File: src/rtl/muxl2.sv
// Layer-2 lane combiner: merges two half-rate byte lanes (00, 11) into one full-rate
// stream on clk_4f, gated by an idle FSM that waits for traffic and drops back after a quiet run.
module muxl2 #(
    parameter int BW         = 8,
    parameter int IDLE_LIMIT = 4
) (
    input  logic          clk_4f,
    input  logic          reset,
    input  logic [BW-1:0] data_00,
    input  logic          valid_00,
    input  logic [BW-1:0] data_11,
    input  logic          valid_11,
    output logic [BW-1:0] data_out,
    output logic          valid_out,
    output logic          active
);
    localparam int NUM_LANES = 2;
    localparam int CW        = $clog2(IDLE_LIMIT + 1);
    localparam logic [CW-1:0] CNT_LAST = CW'(IDLE_LIMIT - 1);

    typedef enum logic {IDLE = 1'b0, ACTIVE = 1'b1} state_t;

    typedef struct packed {
        logic          v;
        logic [BW-1:0] d;
    } lane_t;

    logic                  phase;
    lane_t [NUM_LANES-1:0] lane_in;
    lane_t [NUM_LANES-1:0] cap;
    state_t                state_q, state_d;
    logic [CW-1:0]         idle_cnt_q, idle_cnt_d;
    logic [BW-1:0]         data_d;
    logic                  valid_d;
    logic                  active_d;
    logic                  any_cap;

    assign lane_in[0] = '{v: valid_00, d: data_00};
    assign lane_in[1] = '{v: valid_11, d: data_11};

    // Phase 0 starts a lane period; the first edge after reset is a phase-0 edge.
    always_ff @(posedge clk_4f or posedge reset) begin
        if (reset) phase <= 1'b0;
        else       phase <= ~phase;
    end

    // Capture on the phase-1 edge; the same edge still emits the old lane-11 word.
    generate
        for (genvar g = 0; g < NUM_LANES; g++) begin : g_lane
            always_ff @(posedge clk_4f or posedge reset) begin
                if (reset)      cap[g] <= '0;
                else if (phase) cap[g] <= lane_in[g];
            end
        end
    endgenerate

    assign any_cap = cap[0].v | cap[1].v;

    always_ff @(posedge clk_4f or posedge reset) begin
        if (reset) begin
            state_q    <= IDLE;
            idle_cnt_q <= '0;
        end else begin
            state_q    <= state_d;
            idle_cnt_q <= idle_cnt_d;
        end
    end

    // FSM only moves on phase-0 edges, once per captured pair.
    always_comb begin
        state_d    = state_q;
        idle_cnt_d = idle_cnt_q;
        if (!phase) begin
            case (state_q)
                IDLE: begin
                    if (any_cap) state_d = ACTIVE;
                end
                ACTIVE: begin
                    if (any_cap) begin
                        idle_cnt_d = '0;
                    end else if (idle_cnt_q == CNT_LAST) begin
                        state_d    = IDLE;
                        idle_cnt_d = '0;
                    end else begin
                        idle_cnt_d = idle_cnt_q + CW'(1);
                    end
                end
                default: begin
                    state_d    = IDLE;
                    idle_cnt_d = '0;
                end
            endcase
        end
    end

    // Slot select follows phase: lane 00 on phase 0, lane 11 on phase 1.
    always_comb begin
        valid_d  = cap[phase].v && (state_d == ACTIVE);
        data_d   = valid_d ? cap[phase].d : '0;
        active_d = (state_d == ACTIVE);
    end

    always_ff @(posedge clk_4f or posedge reset) begin
        if (reset) begin
            data_out  <= '0;
            valid_out <= 1'b0;
            active    <= 1'b0;
        end else begin
            data_out  <= data_d;
            valid_out <= valid_d;
            active    <= active_d;
        end
    end

endmodule

File: config.mk
export PLATFORM = sky130hd
export DESIGN_NAME = muxl2
export DESIGN_NICKNAME = d
export VERILOG_FILES = /design/src/rtl/muxl2.sv
export SDC_FILE = /design/constraint.sdc
export NUM_CORES = 1
export LEC_CHECK = 0
export ABC_AREA = 1
export CAP_MARGIN = 15
export CORE_AREA = 2 2 65 49
export DETAILED_ROUTE_END_ITERATION = 6
export DIE_AREA = 0 0 67 51
export PLACE_DENSITY_LB_ADDON = 0.15
export SETUP_SLACK_MARGIN = 0.4
export SYNTH_ARGS = -nofsm -noshare
export SYNTH_HDL_FRONTEND = slang
export SYNTH_SLANG_ARGS = --single-unit
File: constraint.sdc
create_clock -name clk_4f -period 1.3 [get_ports clk_4f]
set_input_delay 0.13 -clock clk_4f [delete_from_list [all_inputs] [get_ports clk_4f]]
set_output_delay 0.13 -clock clk_4f [all_outputs]
set_load 0.02 [all_outputs]
==> metrics, run 1 <==
outcome finished clean; Die Wd 67 um; synthesis warning total 0; Critical Path, Cell by Cell clkinv_4 > nand2_2 > nand2_4 > nand2_1 > inv_1; drt first pass iters 3; clock tree buffer depth 2; compound-gate portion of the synthesized area 7.77%; height of the die 51 um; delay-heaviest family, CP flip-flops; timing-limited maximum frequency 0.998 GHz; estimated wirelength of the detail-placed design 1.62 mm; share of total power in the clock network 37.3%; pin slew with the least headroom to its limit 397 ps; Post-Synth Adder-Cell Area 0.971%; post-synthesis to final-layout area growth 47.4%; category of the worst setup path launch point flip-flop; wire length of the first global-routing pass 4.42 mm; count of routing violations after the opening detailed-route iteration 33; Crit. End Element flip-flop; number of vias in the routed layout 985; Leakage 1.01 nW; latest clock arrival within the worst-skew pair 270 ps; clock-pin slew on the worst setup and hold paths 60 ps; count of unique library cells instantiated by Yosys 13; clock buffer count from CTS 5; row cnt 17; clock tree from TritonCTS yes; delay contributed by the slowest stage of the critical path 420 ps; post-synthesis sequential element count 32; via count of the first global-routing pass 978; Post-Synthesis Cells 142; post-cts hold buffer count 0; multi-input gate area in the final layout 443 um^2; setup violation total in the final timing report 0; count of buffer and inverter cells on the critical path 2; cell with the largest stage delay on the worst path sky130_fd_sc_hd__dfrtp_2; remaining number of nets flagged by the antenna check after routing 0; I/O pin count 30; worst-case headroom to the max-slew limit 73.5%; net count after synthesis 163; category of the critical setup timing path reg2reg; R2R depth 5; overall fraction of global-route tracks in use 17.5%; number of pins with negative max-slew slack in the final report 0; FF-to-FF setup slack 300 ps; placeable core region 2890 um^2; portion of the post-synthesis area used by sequential elements 62.1%; main combinational cell family by area after synthesis simple AND/OR/NAND/NOR gates; source of the worst register-to-register timing path phase; via/cell ratio 4.38; CTS H-tree depth 2; design internal power 1.59 mW; total power 2.04 mW; register share of total power 52.2%; part of the power in combinational logic 10.5%; die outline area 3420 um^2; count of maximum capacitance violations 0; count of buffers inserted at the top-level ports 29; # clock sinks 32; number of diodes added for antenna fixing 0; area taken by flip-flops and latches 803 um^2; path class of the lowest-slack min-delay path in2async; Synth Area per Inst 9.08 um^2; Final Hold Violating Endpoints 0; cell area after technology mapping 1290 um^2; DR WL/cell 11.5 um; final clock skew 3.95 ps; pin count of the biggest net entering global routing 25; switching power as a share of total power 22.1%; drt total wl 2.59 mm; P per Cell Area 1070 nW/um^2; Max IR drop VDD 0.608 mV; xor and xnor area share after synthesis 0%; data required time at the worst endpoint 1470 ps; overflow left after global routing 0; number of antenna violations at the first check in global routing 0; end of the worst register-to-register path data_out[1]; sw power 0.450 mW; Min Clock Period, post-route 1000 ps; filler cell count 243; layout cells sized above 1 26.7%; initial core utilization 44.6%; RD Place Congestion 0.729; total negative slack for setup checks 0 ps; simple-gate share of the synthesized area 18.6%; multiplexer share of the synthesized area 0%; drc violations 0; fin nets 207; period utilization 77.1%; library cell used as clock root buffer sky130_fd_sc_hd__clkbuf_8; Worst Path Arrival 1170 ps; RSZ-0062 raised after global routing yes; Critical Path Fanout Max 7
==> cell usage after synthesis <==
| cell | count | share of area, % |
|---|---|---|
| sky130_fd_sc_hd__dfrtp_1 | 32 | 62 |
| sky130_fd_sc_hd__buf_6 | 4 | 3.5 |
| sky130_fd_sc_hd__nor2_1 | 5 | 1.5 |
| sky130_fd_sc_hd__a21oi_1 | 1 | 0.39 |
| sky130_fd_sc_hd__o21ai_0 | 10 | 3.9 |
| sky130_fd_sc_hd__nand3_1 | 2 | 0.78 |
| sky130_fd_sc_hd__nand2_2 | 2 | 0.97 |
| sky130_fd_sc_hd__inv_1 | 21 | 6.1 |
| sky130_fd_sc_hd__inv_2 | 1 | 0.29 |
| sky130_fd_sc_hd__o21ai_1 | 9 | 3.5 |
| sky130_fd_sc_hd__ha_1 | 1 | 0.97 |
| sky130_fd_sc_hd__nand2_1 | 53 | 15 |
| sky130_fd_sc_hd__buf_4 | 1 | 0.58 |
==> per-layer routing <==
layer	up-vias	wire length (um)	part of all wire (%)	GRT usage, %
li1	514	-	-	-
met1	445	1270	49	25.5
met2	24	1160	45	25.4
met3	2	146	5.6	5.73
met4	0	10	0.39	4.08
met5	-	0	0	0
==> through the flow <==
step,area (um^2),hold WS [ps],utilization [%],worst slack (ps),std cells
finish,1900,144,65.7,298,225
global route,1900,174,65.7,245,225
CTS,1820,151,63.1,316,223
detailed placement,1630,438,56.3,185,209
global placement,1630,439,56.3,192,209
floorplan,1300,243,-,397,142
==> cell usage in the layout, fill, tap and decap left out <==
cell type and instances:
sky130_fd_sc_hd__clkbuf_8 6, sky130_fd_sc_hd__nand3_4 1, sky130_fd_sc_hd__buf_12 1, sky130_fd_sc_hd__buf_4 6, sky130_fd_sc_hd__buf_8 1, sky130_fd_sc_hd__a21oi_2 1, sky130_fd_sc_hd__clkinv_4 1, sky130_fd_sc_hd__o21ai_2 2
sky130_fd_sc_hd__buf_6 14, sky130_fd_sc_hd__nand2_1 44, sky130_fd_sc_hd__inv_1 20, sky130_fd_sc_hd__dfrtp_1 30, sky130_fd_sc_hd__clkbuf_1 2, sky130_fd_sc_hd__nor2_1 5, sky130_fd_sc_hd__o21ai_1 11, sky130_fd_sc_hd__nand3_2 1
sky130_fd_sc_hd__nand2_4 4, sky130_fd_sc_hd__ha_4 1, sky130_fd_sc_hd__o21ai_0 6, sky130_fd_sc_hd__dfrtp_2 2, sky130_fd_sc_hd__nand2_2 8, sky130_fd_sc_hd__clkdlybuf4s50_1 19, sky130_fd_sc_hd__inv_2 1
==> worst max path at each step <==
stage | start | to | slack [ps] | cells after the start
floorplan | phase | idle_cnt_q[2] | 400 | 5
global placement | active | active | 190 | 1
detailed placement | active | active | 190 | 1
CTS | phase | data_out[2] | 320 | 6
global route | phase | data_out[2] | 240 | 6
finish | phase | data_out[1] | 300 | 5
==> power by group through the flow <==
| stage | Combinational, mW | Sequential [mW] | Clock, mW |
|---|---|---|---|
| final | 0.215 | 1.07 | 0.760 |
| after global routing | 0.240 | 1.07 | 0.834 |
| after CTS | 0.215 | 1.06 | 0.771 |
| after detailed placement | 0.200 | 1.07 | 0 |
| after global placement | 0.198 | 1.07 | 0 |
| after floorplan | 0.0705 | 1.09 | 0 |
==> registers in the layout (all words and copies together) (netlist names) <==
signal,count
cap,18
data_out,8
idle_cnt_q,3
active,1
phase,1
valid_out,1
==> kinds of logic after synthesis <==
family | Yosys count
AO/OA/AOI/OAI | 20
adder cells (fa/ha/maj) | 1
buffers and inverters | 27
flip-flops | 32
AND/OR/NAND/NOR | 62
==> layout make-up <==
class,instances,share of cell area [%]
Clock buffer,8,4.74
Inverter,22,4.61
Multi-Input combinational cell,84,23.3
Sequential cell,32,42.3
Tap cell,38,2.50
Timing Repair Buffer,41,22.5
==> what timing repair did <==
item,in CTS,in global routing
cloned,1,0
pin swaps,6,4
setup buffers,5,2
resized for setup,76,18
endpoints found under the setup margin,31,41
No activity file was read; power rests on OpenSTA's default activity.
==> inputs of run 2 (changes only) <==
CORE_AREA = 2 2 69 51   (was 2 2 65 49)
DIE_AREA = 0 0 71 53   (was 0 0 67 51)
clock period = 0.8 ns   (was 1.3 ns; I/O delays follow)
==> run 2 against run 1 <==
The run now ends with negative setup slack left. Setup slack worse by 500 ps. Sequential cell count is the same. Register-to-register slack got worse by 500 ps. Die area grew 10%. Clock skew grew 0.50 ps. Global-route usage fell by 2.6 points. Via count rose by 3.5%. Final area rose by 7.4%.
==> metrics, run 2 (synthesis gave the netlist of run 1 again) <==
filler cell count 242; final clock skew 4.46 ps; count of maximum capacitance violations 0; remaining number of nets flagged by the antenna check after routing 0; total power 3.61 mW; most common library cell in the layout ignoring fill and taps sky130_fd_sc_hd__nand2_1; sw power 0.787 mW; via/cell ratio 4.45; commonest cells after routing, fill and taps aside sky130_fd_sc_hd__nand2_1, sky130_fd_sc_hd__dfrtp_1, sky130_fd_sc_hd__inv_1, sky130_fd_sc_hd__clkdlybuf4s50_1, sky130_fd_sc_hd__buf_6; category of the critical setup timing path reg2reg; part of the power in combinational logic 10.4%; failing checks negative setup slack; height of the die 53 um; clock-pin slew on the worst setup and hold paths 70 ps; Largest Register cap; CTS H-tree depth 2; area taken by flip-flops and latches 803 um^2; count of buffer and inverter cells on the critical path 2; category of the worst setup path launch point flip-flop; overall fraction of global-route tracks in use 14.9%; die outline area 3760 um^2; clock tree from TritonCTS yes; RD Place Congestion 0.748; post-layout worst setup margin -202 ps; estimated wirelength of the detail-placed design 1.69 mm; outcome finished with violations; timing-limited maximum frequency 0.998 GHz; switching power as a share of total power 21.8%; drc violations 0; register share of total power 48.0%; layout cells sized above 1 34.6%; worst setup timing slack at the placement stage -227 ps; Worst Path Arrival 1180 ps; delay contributed by the slowest stage of the critical path 410 ps; Largest regs cap (18), data_out (8), idle_cnt_q (3); I/O pin count 30; count of routing violations after the opening detailed-route iteration 77; drt total wl 2.57 mm; Final Hold Violating Endpoints 0; DR WL/cell 11.2 um; RSZ-0062 raised after global routing yes; # clock sinks 32; cell with the largest stage delay on the worst path sky130_fd_sc_hd__dfrtp_2; max FFs per register 18; Leakage 1.08 nW; pin slew with the least headroom to its limit 182 ps; Critical Path Fanout Max 9; row cnt 17; latest clock arrival within the worst-skew pair 280 ps; worst-case headroom to the max-slew limit 87.8%; library cell used as clock root buffer sky130_fd_sc_hd__clkbuf_8; post-synthesis to final-layout area growth 58.3%; via count of the first global-routing pass 967; post-cts hold buffer count 0; path class of the lowest-slack min-delay path in2async; number of antenna violations at the first check in global routing 0; pin count of the biggest net entering global routing 19; number of diodes added for antenna fixing 0; wire length of the first global-routing pass 4.08 mm; period utilization 125%; clock buffer count from CTS 5; setup violation total in the final timing report 42; initial core utilization 41.8%; multi-input gate area in the final layout 485 um^2; Die Wd 71 um; number of vias in the routed layout 1019; P per Cell Area 1770 nW/um^2; delay-heaviest family, CP flip-flops; overflow left after global routing 0; Critical Path, Cell by Cell buf_6 > nand3_1 > nand2_4 > buf_4; data required time at the worst endpoint 980 ps; Crit. End Element flip-flop; design internal power 2.83 mW; clock tree buffer depth 2; fin nets 211; Max IR drop VDD 1.08 mV; Min Clock Period, post-route 1000 ps; count of buffers inserted at the top-level ports 29; number of pins with negative max-slew slack in the final report 0; placeable core region 3080 um^2; drt first pass iters 3; share of total power in the clock network 41.6%
==> run 2: area by class of cell <==
cell class              count  area share (%)
clock buffers               6            3.56
clock inverters             2            1.72
inverters                  22            4.48
multi-input cells          83            23.8
flip-flops and latches     32            39.4
well taps                  38            2.33
repair buffers             46            24.8
==> run 2: final timing paths <==
check                            from          end  slack (ps)  cells after the start
max in group asynchronous       reset       active         470                      3
hold / removal                  reset  data_out[3]         180                      3
setup reg to reg               active    valid_out        -200                      4
hold reg to reg                cap[7]       cap[7]         500                      2
min in group clk_4f        data_00[7]       cap[7]         330                      3
setup / recovery               active    valid_out        -200                      4
==> run 2: repair_timing <==
item                                    4_1_cts  5_1_grt
pin swaps                                     0        7
endpoints found under the setup margin       42       42
gates resized for setup                      65       34
gates cloned                                  0        1
setup buffers                                 1        1
==> run 2: worst reg2reg max path: stages (launching register included) <==
cell                      delay, ps
sky130_fd_sc_hd__dfrtp_2        410
sky130_fd_sc_hd__buf_6          120
sky130_fd_sc_hd__nand3_1        120
sky130_fd_sc_hd__nand2_4        110
sky130_fd_sc_hd__buf_4          150
==> run 2: power by group through the flow <==
stage / logic (mW) / registers, mW / clock network (mW)
2_1_floorplan: 0.123 / 1.77 / 0
5_1_grt: 0.417 / 1.74 / 1.61
3_3_place_gp: 0.347 / 1.74 / 0
3_5_place_dp: 0.354 / 1.75 / 0
6_report: 0.376 / 1.73 / 1.50
4_1_cts: 0.364 / 1.72 / 1.55
==> run 2: layer usage <==
metal	vias to the layer above	share of wire (%)	GRT usage [%]
met5	-	0	0
met4	0	2.5	10.4
met2	24	45	23.8
met3	7	5.2	4.57
met1	468	48	17.5
li1	520	-	-
==> run 2: metrics by stage <==
step | area, um^2 | setup TNS [ps] | hold slack [ps] | std cells | util [%]
global placement | 1750 | -5200 | 448 | 218 | 56.7
finish | 2040 | -5320 | 184 | 229 | 66.2
CTS | 1890 | -5190 | 186 | 227 | 61.4
floorplan | 1320 | -2200 | 8.33 | 142 | -
detailed placement | 1750 | -5680 | 452 | 218 | 56.7
global route | 2040 | -7110 | 204 | 229 | 66.2
==> inputs of run 3 (changes only) <==
CTS_CLUSTER_SIZE = 28   (was not set)
==> results of run 3 <==
No change in the layout: final DEF, timing and power equal those of run 2.
